## config.mk

```make
export PLATFORM = sky130hd
export DESIGN_NAME = alu_share_arbiter_flat
export DESIGN_NICKNAME = d
export VERILOG_FILES = /design/src/rtl/alu_share_arbiter_if.sv /design/src/rtl/alu_share_arbiter.sv /design/src/flat_wrapper.sv
export SDC_FILE = /design/constraint.sdc
export NUM_CORES = 1
export LEC_CHECK = 0
export ABC_AREA = 1
export BUFFER_PORTS_ARGS = -buffer_cell sky130_fd_sc_hd__buf_2
export CAP_MARGIN = 0
export CORE_UTILIZATION = 39
export CTS_CLUSTER_SIZE = 14
export DETAILED_ROUTE_END_ITERATION = 8
export PLACE_DENSITY = 0.77
export SYNTH_ARGS = -nofsm -noshare
export SYNTH_HDL_FRONTEND = slang
export SYNTH_SLANG_ARGS = --single-unit
```

## constraint.sdc

```tcl
create_clock -name Clk -period 1.42 [get_ports Clk]
set_clock_uncertainty 0.2 [all_clocks]
set_input_delay 0.071 -clock Clk [delete_from_list [all_inputs] [get_ports Clk]]
set_output_delay 0.071 -clock Clk [all_outputs]
set_load 0.1 [all_outputs]
```

## src/rtl/alu_share_arbiter_if.sv

```systemverilog
// ---------------------------------------------------------------------------
// alu_share_arbiter_if
// Purpose : bundles every handshake/bus signal of the shared-ALU arbiter:
//           two request ports, the response port, the ALU-facing bus and
//           the busy status flag.
// Ports (signals):
//   req0_valid/req0_ready/req0_ctrl/req0_a/req0_b : requester 0 channel
//   req1_valid/req1_ready/req1_ctrl/req1_a/req1_b : requester 1 channel
//   rsp_valid/rsp_ready/rsp_id/rsp_result/rsp_zero/rsp_err : response channel
//   alu_ctrl/alu_a/alu_b                           : arbiter -> ALU operands
//   alu_result/alu_zero                            : ALU -> arbiter results
//   busy                                           : arbiter not idle
// Modports:
//   slave  : the arbiter side
//   master : the surrounding logic (requesters, consumer and the ALU)
// ---------------------------------------------------------------------------
interface alu_share_arbiter_if #(
  parameter int WIDTH  = 32,
  parameter int CTRL_W = 4
);
  logic              req0_valid;
  logic              req0_ready;
  logic [CTRL_W-1:0] req0_ctrl;
  logic [WIDTH-1:0]  req0_a;
  logic [WIDTH-1:0]  req0_b;

  logic              req1_valid;
  logic              req1_ready;
  logic [CTRL_W-1:0] req1_ctrl;
  logic [WIDTH-1:0]  req1_a;
  logic [WIDTH-1:0]  req1_b;

  logic              rsp_valid;
  logic              rsp_ready;
  logic              rsp_id;
  logic [WIDTH-1:0]  rsp_result;
  logic              rsp_zero;
  logic              rsp_err;

  logic [CTRL_W-1:0] alu_ctrl;
  logic [WIDTH-1:0]  alu_a;
  logic [WIDTH-1:0]  alu_b;
  logic [WIDTH-1:0]  alu_result;
  logic              alu_zero;

  logic              busy;

  modport slave (
    input  req0_valid, req0_ctrl, req0_a, req0_b,
    input  req1_valid, req1_ctrl, req1_a, req1_b,
    input  rsp_ready, alu_result, alu_zero,
    output req0_ready, req1_ready,
    output rsp_valid, rsp_id, rsp_result, rsp_zero, rsp_err,
    output alu_ctrl, alu_a, alu_b, busy
  );

  modport master (
    output req0_valid, req0_ctrl, req0_a, req0_b,
    output req1_valid, req1_ctrl, req1_a, req1_b,
    output rsp_ready, alu_result, alu_zero,
    input  req0_ready, req1_ready,
    input  rsp_valid, rsp_id, rsp_result, rsp_zero, rsp_err,
    input  alu_ctrl, alu_a, alu_b, busy
  );
endinterface

```

## src/rtl/alu_share_arbiter.sv

```systemverilog
// ---------------------------------------------------------------------------
// alu_share_arbiter
// Purpose : shares one combinational ALU between two requesters. A request
//           is accepted in IDLE (round-robin between the ports), its
//           operands are latched and drive the ALU during EXEC, the result
//           and Zero flag are registered and presented on the response
//           channel (RESP) until the consumer takes them.
// Ports   :
//   Clk   in  clock, all state on the rising edge
//   Reset in  synchronous active-high reset
//   bus   alu_share_arbiter_if.slave : request/response/ALU bus and busy
// Parameters:
//   WIDTH      operand/result width
//   CTRL_W     ALU control width
//   MUL_CYCLES EXEC length for multiply (2..15), only with the macro below
// Configuration macro:
//   ALU_ARB_MUL_STALL_EN  when defined, multiply (code 4'b0010) holds EXEC
//                         for MUL_CYCLES cycles; otherwise every code takes
//                         a single EXEC cycle.
// ---------------------------------------------------------------------------
module alu_share_arbiter #(
  parameter int WIDTH      = 32,
  parameter int CTRL_W     = 4,
  parameter int MUL_CYCLES = 4
) (
  input  logic                Clk,
  input  logic                Reset,
  alu_share_arbiter_if.slave  bus
);

  typedef enum logic [1:0] {
    IDLE = 2'd0,
    EXEC = 2'd1,
    RESP = 2'd2
  } state_e;

  state_e            state_q;
  logic              lastGrant_q;
  logic              id_q;
  logic [CTRL_W-1:0] ctrl_q;
  logic [WIDTH-1:0]  a_q;
  logic [WIDTH-1:0]  b_q;
  logic [WIDTH-1:0]  result_q;
  logic              zero_q;
  logic              err_q;
  logic              rspValid_q;
`ifdef ALU_ARB_MUL_STALL_EN
  logic [3:0]        mulCnt_q;
`endif

  logic              grantPort;
  logic              idleOpen;
  logic              ready0;
  logic              ready1;
  logic              accept;
  logic [CTRL_W-1:0] selCtrl;
  logic [WIDTH-1:0]  selA;
  logic [WIDTH-1:0]  selB;
  logic              selIllegal;

  // Grant selection: a lone valid port wins outright; on a tie (or when
  // nobody is asking) the port that was not served last gets the grant.
  // Ready is offered only to the granted port and never during Reset.
  always_comb begin
    grantPort = ~lastGrant_q;
    if (bus.req0_valid && !bus.req1_valid) begin
      grantPort = 1'b0;
    end else if (bus.req1_valid && !bus.req0_valid) begin
      grantPort = 1'b1;
    end
    idleOpen   = (state_q == IDLE) && !Reset;
    ready0     = idleOpen && !grantPort;
    ready1     = idleOpen && grantPort;
    accept     = (ready0 && bus.req0_valid) || (ready1 && bus.req1_valid);
    selCtrl    = grantPort ? bus.req1_ctrl : bus.req0_ctrl;
    selA       = grantPort ? bus.req1_a    : bus.req0_a;
    selB       = grantPort ? bus.req1_b    : bus.req0_b;
    // Codes C..E have no ALU meaning and are answered without an EXEC pass.
    selIllegal = (selCtrl == CTRL_W'(4'hC)) || (selCtrl == CTRL_W'(4'hD)) ||
                 (selCtrl == CTRL_W'(4'hE));
  end

  // Main control FSM. The operand registers double as the ALU drive
  // registers, so the ALU inputs keep their last values outside EXEC.
  always_ff @(posedge Clk) begin
    if (Reset) begin
      state_q     <= IDLE;
      lastGrant_q <= 1'b1;
      id_q        <= 1'b0;
      ctrl_q      <= '0;
      a_q         <= '0;
      b_q         <= '0;
      result_q    <= '0;
      zero_q      <= 1'b0;
      err_q       <= 1'b0;
      rspValid_q  <= 1'b0;
`ifdef ALU_ARB_MUL_STALL_EN
      mulCnt_q    <= '0;
`endif
    end else begin
      case (state_q)
        IDLE: begin
          if (accept) begin
            id_q        <= grantPort;
            lastGrant_q <= grantPort;
            ctrl_q      <= selCtrl;
            a_q         <= selA;
            b_q         <= selB;
`ifdef ALU_ARB_MUL_STALL_EN
            // Multiply stays MUL_CYCLES cycles in EXEC; counter hits 0 on
            // the final one.
            mulCnt_q    <= (selCtrl == CTRL_W'(4'h2)) ? 4'(MUL_CYCLES - 1) : 4'd0;
`endif
            if (selIllegal) begin
              result_q   <= '0;
              zero_q     <= 1'b1;
              err_q      <= 1'b1;
              rspValid_q <= 1'b1;
              state_q    <= RESP;
            end else begin
              state_q    <= EXEC;
            end
          end
        end
        EXEC: begin
`ifdef ALU_ARB_MUL_STALL_EN
          if (mulCnt_q != 4'd0) begin
            mulCnt_q <= mulCnt_q - 4'd1;
          end else begin
            result_q   <= bus.alu_result;
            zero_q     <= bus.alu_zero;
            err_q      <= 1'b0;
            rspValid_q <= 1'b1;
            state_q    <= RESP;
          end
`else
          result_q   <= bus.alu_result;
          zero_q     <= bus.alu_zero;
          err_q      <= 1'b0;
          rspValid_q <= 1'b1;
          state_q    <= RESP;
`endif
        end
        RESP: begin
          if (bus.rsp_ready) begin
            rspValid_q <= 1'b0;
            state_q    <= IDLE;
          end
        end
        default: begin
          state_q <= IDLE;
        end
      endcase
    end
  end

  assign bus.req0_ready = ready0;
  assign bus.req1_ready = ready1;
  assign bus.rsp_valid  = rspValid_q;
  assign bus.rsp_id     = id_q;
  assign bus.rsp_result = result_q;
  assign bus.rsp_zero   = zero_q;
  assign bus.rsp_err    = err_q;
  assign bus.alu_ctrl   = ctrl_q;
  assign bus.alu_a      = a_q;
  assign bus.alu_b      = b_q;
  assign bus.busy       = (state_q != IDLE);

endmodule
```

## src/flat_wrapper.sv

```systemverilog
// flat-port wrapper written by rule: the top's interface ports become plain ports
module alu_share_arbiter_flat 
#(
  parameter int WIDTH      = 32,
  parameter int CTRL_W     = 4,
  parameter int MUL_CYCLES = 4
)
  (Clk, Reset, bus_req0_valid, bus_req0_ctrl, bus_req0_a, bus_req0_b, bus_req1_valid, bus_req1_ctrl, bus_req1_a, bus_req1_b, bus_rsp_ready, bus_alu_result, bus_alu_zero, bus_req0_ready, bus_req1_ready, bus_rsp_valid, bus_rsp_id, bus_rsp_result, bus_rsp_zero, bus_rsp_err, bus_alu_ctrl, bus_alu_a, bus_alu_b, bus_busy);
  alu_share_arbiter_if #(.WIDTH(WIDTH), .CTRL_W(CTRL_W)) bus_i ();
  input  logic Clk;
  input  logic Reset;
  input wire logic [$bits(bus_i.req0_valid)-1:0] bus_req0_valid;
  input wire logic [$bits(bus_i.req0_ctrl)-1:0] bus_req0_ctrl;
  input wire logic [$bits(bus_i.req0_a)-1:0] bus_req0_a;
  input wire logic [$bits(bus_i.req0_b)-1:0] bus_req0_b;
  input wire logic [$bits(bus_i.req1_valid)-1:0] bus_req1_valid;
  input wire logic [$bits(bus_i.req1_ctrl)-1:0] bus_req1_ctrl;
  input wire logic [$bits(bus_i.req1_a)-1:0] bus_req1_a;
  input wire logic [$bits(bus_i.req1_b)-1:0] bus_req1_b;
  input wire logic [$bits(bus_i.rsp_ready)-1:0] bus_rsp_ready;
  input wire logic [$bits(bus_i.alu_result)-1:0] bus_alu_result;
  input wire logic [$bits(bus_i.alu_zero)-1:0] bus_alu_zero;
  output wire logic [$bits(bus_i.req0_ready)-1:0] bus_req0_ready;
  output wire logic [$bits(bus_i.req1_ready)-1:0] bus_req1_ready;
  output wire logic [$bits(bus_i.rsp_valid)-1:0] bus_rsp_valid;
  output wire logic [$bits(bus_i.rsp_id)-1:0] bus_rsp_id;
  output wire logic [$bits(bus_i.rsp_result)-1:0] bus_rsp_result;
  output wire logic [$bits(bus_i.rsp_zero)-1:0] bus_rsp_zero;
  output wire logic [$bits(bus_i.rsp_err)-1:0] bus_rsp_err;
  output wire logic [$bits(bus_i.alu_ctrl)-1:0] bus_alu_ctrl;
  output wire logic [$bits(bus_i.alu_a)-1:0] bus_alu_a;
  output wire logic [$bits(bus_i.alu_b)-1:0] bus_alu_b;
  output wire logic [$bits(bus_i.busy)-1:0] bus_busy;
  assign bus_i.req0_valid = bus_req0_valid;
  assign bus_i.req0_ctrl = bus_req0_ctrl;
  assign bus_i.req0_a = bus_req0_a;
  assign bus_i.req0_b = bus_req0_b;
  assign bus_i.req1_valid = bus_req1_valid;
  assign bus_i.req1_ctrl = bus_req1_ctrl;
  assign bus_i.req1_a = bus_req1_a;
  assign bus_i.req1_b = bus_req1_b;
  assign bus_i.rsp_ready = bus_rsp_ready;
  assign bus_i.alu_result = bus_alu_result;
  assign bus_i.alu_zero = bus_alu_zero;
  assign bus_req0_ready = bus_i.req0_ready;
  assign bus_req1_ready = bus_i.req1_ready;
  assign bus_rsp_valid = bus_i.rsp_valid;
  assign bus_rsp_id = bus_i.rsp_id;
  assign bus_rsp_result = bus_i.rsp_result;
  assign bus_rsp_zero = bus_i.rsp_zero;
  assign bus_rsp_err = bus_i.rsp_err;
  assign bus_alu_ctrl = bus_i.alu_ctrl;
  assign bus_alu_a = bus_i.alu_a;
  assign bus_alu_b = bus_i.alu_b;
  assign bus_busy = bus_i.busy;
  alu_share_arbiter #(.WIDTH(WIDTH), .CTRL_W(CTRL_W), .MUL_CYCLES(MUL_CYCLES)) u_core (.Clk(Clk), .Reset(Reset), .bus(bus_i));
endmodule
```

==> results_dict.tcl <==
set metrics [dict create \
    status "complete, but fails checks" \
    violations "negative setup slack" \
    slew_headroom_pct 64.95 \
    post-place-ws_ns -0.2892 \
    slew_viol_final 0 \
    crit_path_start_kind "register" \
    grt.total_usage_pct 38.57 \
    r2r-start "u_core.lastGrant_q" \
    instances_no_fill 1258 \
    synth_area_sq_mm 0.004598 \
    htree_levels 3 \
    portBuffers 280 \
    place_inst 1023 \
    clock-sinks 107 \
    crit_family "simple AND/OR/NAND/NOR gates" \
    dieArea_sq_mm 0.01223 \
    clkTransAtPathRegs_ns 0.09 \
    hold-path-endpoint "u_core.state_q[0]" \
    timing_worst_slew_pin_value_ns 0.5294 \
    crit_cells 11 \
    min_from "bus_req1_ctrl[2]" \
    syn_avg_cell_area_sq_um 7.613 \
    path_cells "nand2_2 -> nand2_4 -> nand2_4 -> buf_6 -> nand2_2 -> nand2_2 -> nor2_4 -> nand3_4 -> clkbuf_16 -> nand3_2 -> a21oi_2" \
    via_count 7170 \
    start_util_pct 40.10 \
    finalCritPeriodShare_pct 136.5 \
    final_hold_viol_count 0 \
    grt_overflow_total 0 \
    rsz0062_at_grt "true" \
    ys.flop_type "dfxtp_1" \
    dpl-instance-area_sq_mm 0.006832 \
    final_layout_size_suffix_gt1_share_pct 54.09 \
    syn-num-nets 778 \
    post-synth-top-area-cell "dfxtp_1" \
    wl_per_cell_um 22.05 \
    whs_path_depth 6 \
    synth_cell_types 27 \
    cts_buffer_depth 2 \
    areaGrowthSynthToFinish_pct 126.4 \
    gp_congestion 0.8206 \
    synthCells 604 \
    row_count 39 \
    nFillCells 461 \
    async_reset_ff_share_pct 0 \
    drtPass1Iterations 8 \
    hpwl_mm 10.65 \
    cts_tree "done" \
    worstPathRequired_ns 1.45 \
    grt_max_degree 45 \
    regToRegEndpoint "u_core.bus.rsp_result[8]" \
    critPathCaptureType "register" \
    cp_common_cell "nand2_2" \
    fin_ws_ns -0.5188 \
    fmax_mhz 515.8 \
    vdd_drop_max_mv 1.321 \
    fin_nets 1282 \
    slowest_delay_ns 0.36 \
    ys_top_cells_by_area "dfxtp_1 (47%), nand2_1 (8.6%), a21oi_1 (7.1%)" \
    antenna_left 0 \
    yosysMostFrequentCell "dfxtp_1" \
    drt-initial-drc-count 739 \
    r2r_slack_ns -0.52 \
    synthTopCellsByCount "dfxtp_1 (107), nand2_1 (105), a21oi_1 (65), nand3_1 (65), o21ai_0 (62)" \
    clk_latency_ns 0.35 \
    core-area_sq_mm 0.01147 \
    grt_pass1_vias 7295 \
    leakage_uw 0.004729 \
    route.detailed.drc 0 \
    critPathMaxFanout 6 \
    min_period_ns 1.939 \
    drv_cap 0 \
    powerDensity_mw_per_mm2 1493 \
    min_path_type "input port to register" \
    avgViaCountPerCell 5.700 \
    wirelength_mm 27.74 \
    cts_root_buf "clkbuf_16" \
    ios 281 \
    ys_ff_latch 107 \
    crit_buf_inv 2 \
    path_class "register to register" \
    final_core_util_pct 90.80 \
    reg2reg_depth 11 \
    stdcell_area_sq_mm 0.01041 \
    setup_viol 112 \
    yosysTopAreaCellShare_pct 46.59 \
    cp_slowest_cell "dfxtp_2" \
    die_w_um 110.6 \
    yosysSeqAreaShare_pct 46.59 \
    fin_hold_ws_ns 0.01257 \
    numCtsBuffers 9 \
    yosysWarningCount 0 \
    die_h_um 110.6 \
    grt_pass1_wl_mm 37.18 \
    crit_arrival_ns 1.97 \
    synth_edf_count 0 \
    antenna_found_initial 2 \
]
-- state kept, by name, summed over array words and instances (netlist names) --
signal	cells
u_core.bus.rsp_err	1
u_core.bus.rsp_result	32
u_core.bus.rsp_zero	1
u_core.bus.rsp_valid	1
u_core.bus.alu_ctrl	4
u_core.bus.alu_b	32
u_core.state_q	2
u_core.bus.alu_a	32
u_core.bus.rsp_id	1
u_core.lastGrant_q	1
-- layer usage --
metal | wire length (um) | up-vias | GRT usage [%]
li1 | - | 3048 | -
met1 | 9086 | 3298 | 38.91
met2 | 13870 | 605 | 67.87
met3 | 2541 | 219 | 9.989
met4 | 2233 | 0 | 29.33
met5 | 0 | - | 0
-- report_power, final --
part / switching (uW) / leakage (uW) / total (uW) / internal (uW)
sequential: 436 / 0.000894 / 4020 / 3580
combinational: 6230 / 0.00369 / 8940 / 2710
clock: 1350 / 0.000141 / 2590 / 1240
-- how the worst max path moves through the flow --
| stage | from | endpoint | slack (ns) |
|---|---|---|---|
| global route | u_core.lastGrant_q | u_core.bus.rsp_result[8] | -0.57 |
| finish | u_core.lastGrant_q | u_core.bus.rsp_result[8] | -0.52 |
| CTS | u_core.lastGrant_q | u_core.bus.rsp_result[15] | -0.34 |
| floorplan | u_core.lastGrant_q | u_core.bus.rsp_id | -0.29 |
| global placement | u_core.lastGrant_q | u_core.bus.rsp_result[31] | -0.25 |
| detailed placement | u_core.lastGrant_q | u_core.bus.rsp_result[15] | -0.29 |
-- cells in the final DEF (no fill, tap or decap), types with 3 or more instances in the layout --
cell type,count
buf_6,20
clkbuf_4,54
nand3_4,3
nand2_1,97
buf_12,28
nor2_4,7
nand2_4,6
buf_2,206
dlygate4sd3_1,168
buf_8,5
clkbuf_16,11
nand3_1,11
buf_4,45
a21oi_2,31
a22o_1,29
a21oi_4,8
dfxtp_1,69
nor2_1,35
o21ai_2,36
inv_1,37
buf_16,10
o21ai_4,8
dfxtp_2,38
nand3_2,62
a21oi_1,27
o21ai_0,5
o21ai_1,28
nand2_2,8
-- through the flow --
step	power, uW	TNS [ns]
2_1_floorplan	9341	-12.49
3_3_place_gp	10670	-21.55
3_5_place_dp	10720	-24.61
4_1_cts	14670	-29.33
5_1_grt	15930	-41.73
6_report	15550	-35.93
-- kinds of logic after synthesis --
group / Yosys count / share of synthesized area, %
AND/OR/NAND/NOR: 231 / 23.05
buffers and inverters: 91 / 8.762
flip-flops: 107 / 46.58
AO/OA/AOI/OAI: 175 / 21.61
-- final cells by class --
class                           count  area [sq um]  area share (%)
Clock buffer                        9         225.2           2.163
Tap cell                          143         178.9           1.718
Multi-Input combinational cell    407          2861           27.48
Sequential cell                   107          2190           21.03
Clock inverter                      7         70.07          0.6729
Timing Repair inverter              1         16.27          0.1562
Antenna cell                        2         5.005         0.04807
Inverter                           43         191.4           1.839
Timing Repair Buffer              539          4674           44.89
-- worst min-delay path, cell delays in order --
cell and delay, ns:
buf_2 0.10, inv_1 0.05, nand2_2 0.05, nand2_2 0.08, nor2_4 0.06, a21oi_1 0.11
-- repair_timing --
item,4_1_cts,5_1_grt
pin swaps,39,57
cloned,18,4
endpoints found under the setup margin,120,161
resized for setup,127,151
hold endpoints to repair,104,0
setup buffers,27,9
hold buffers,168,0
(Power assumes the default switching activity.)
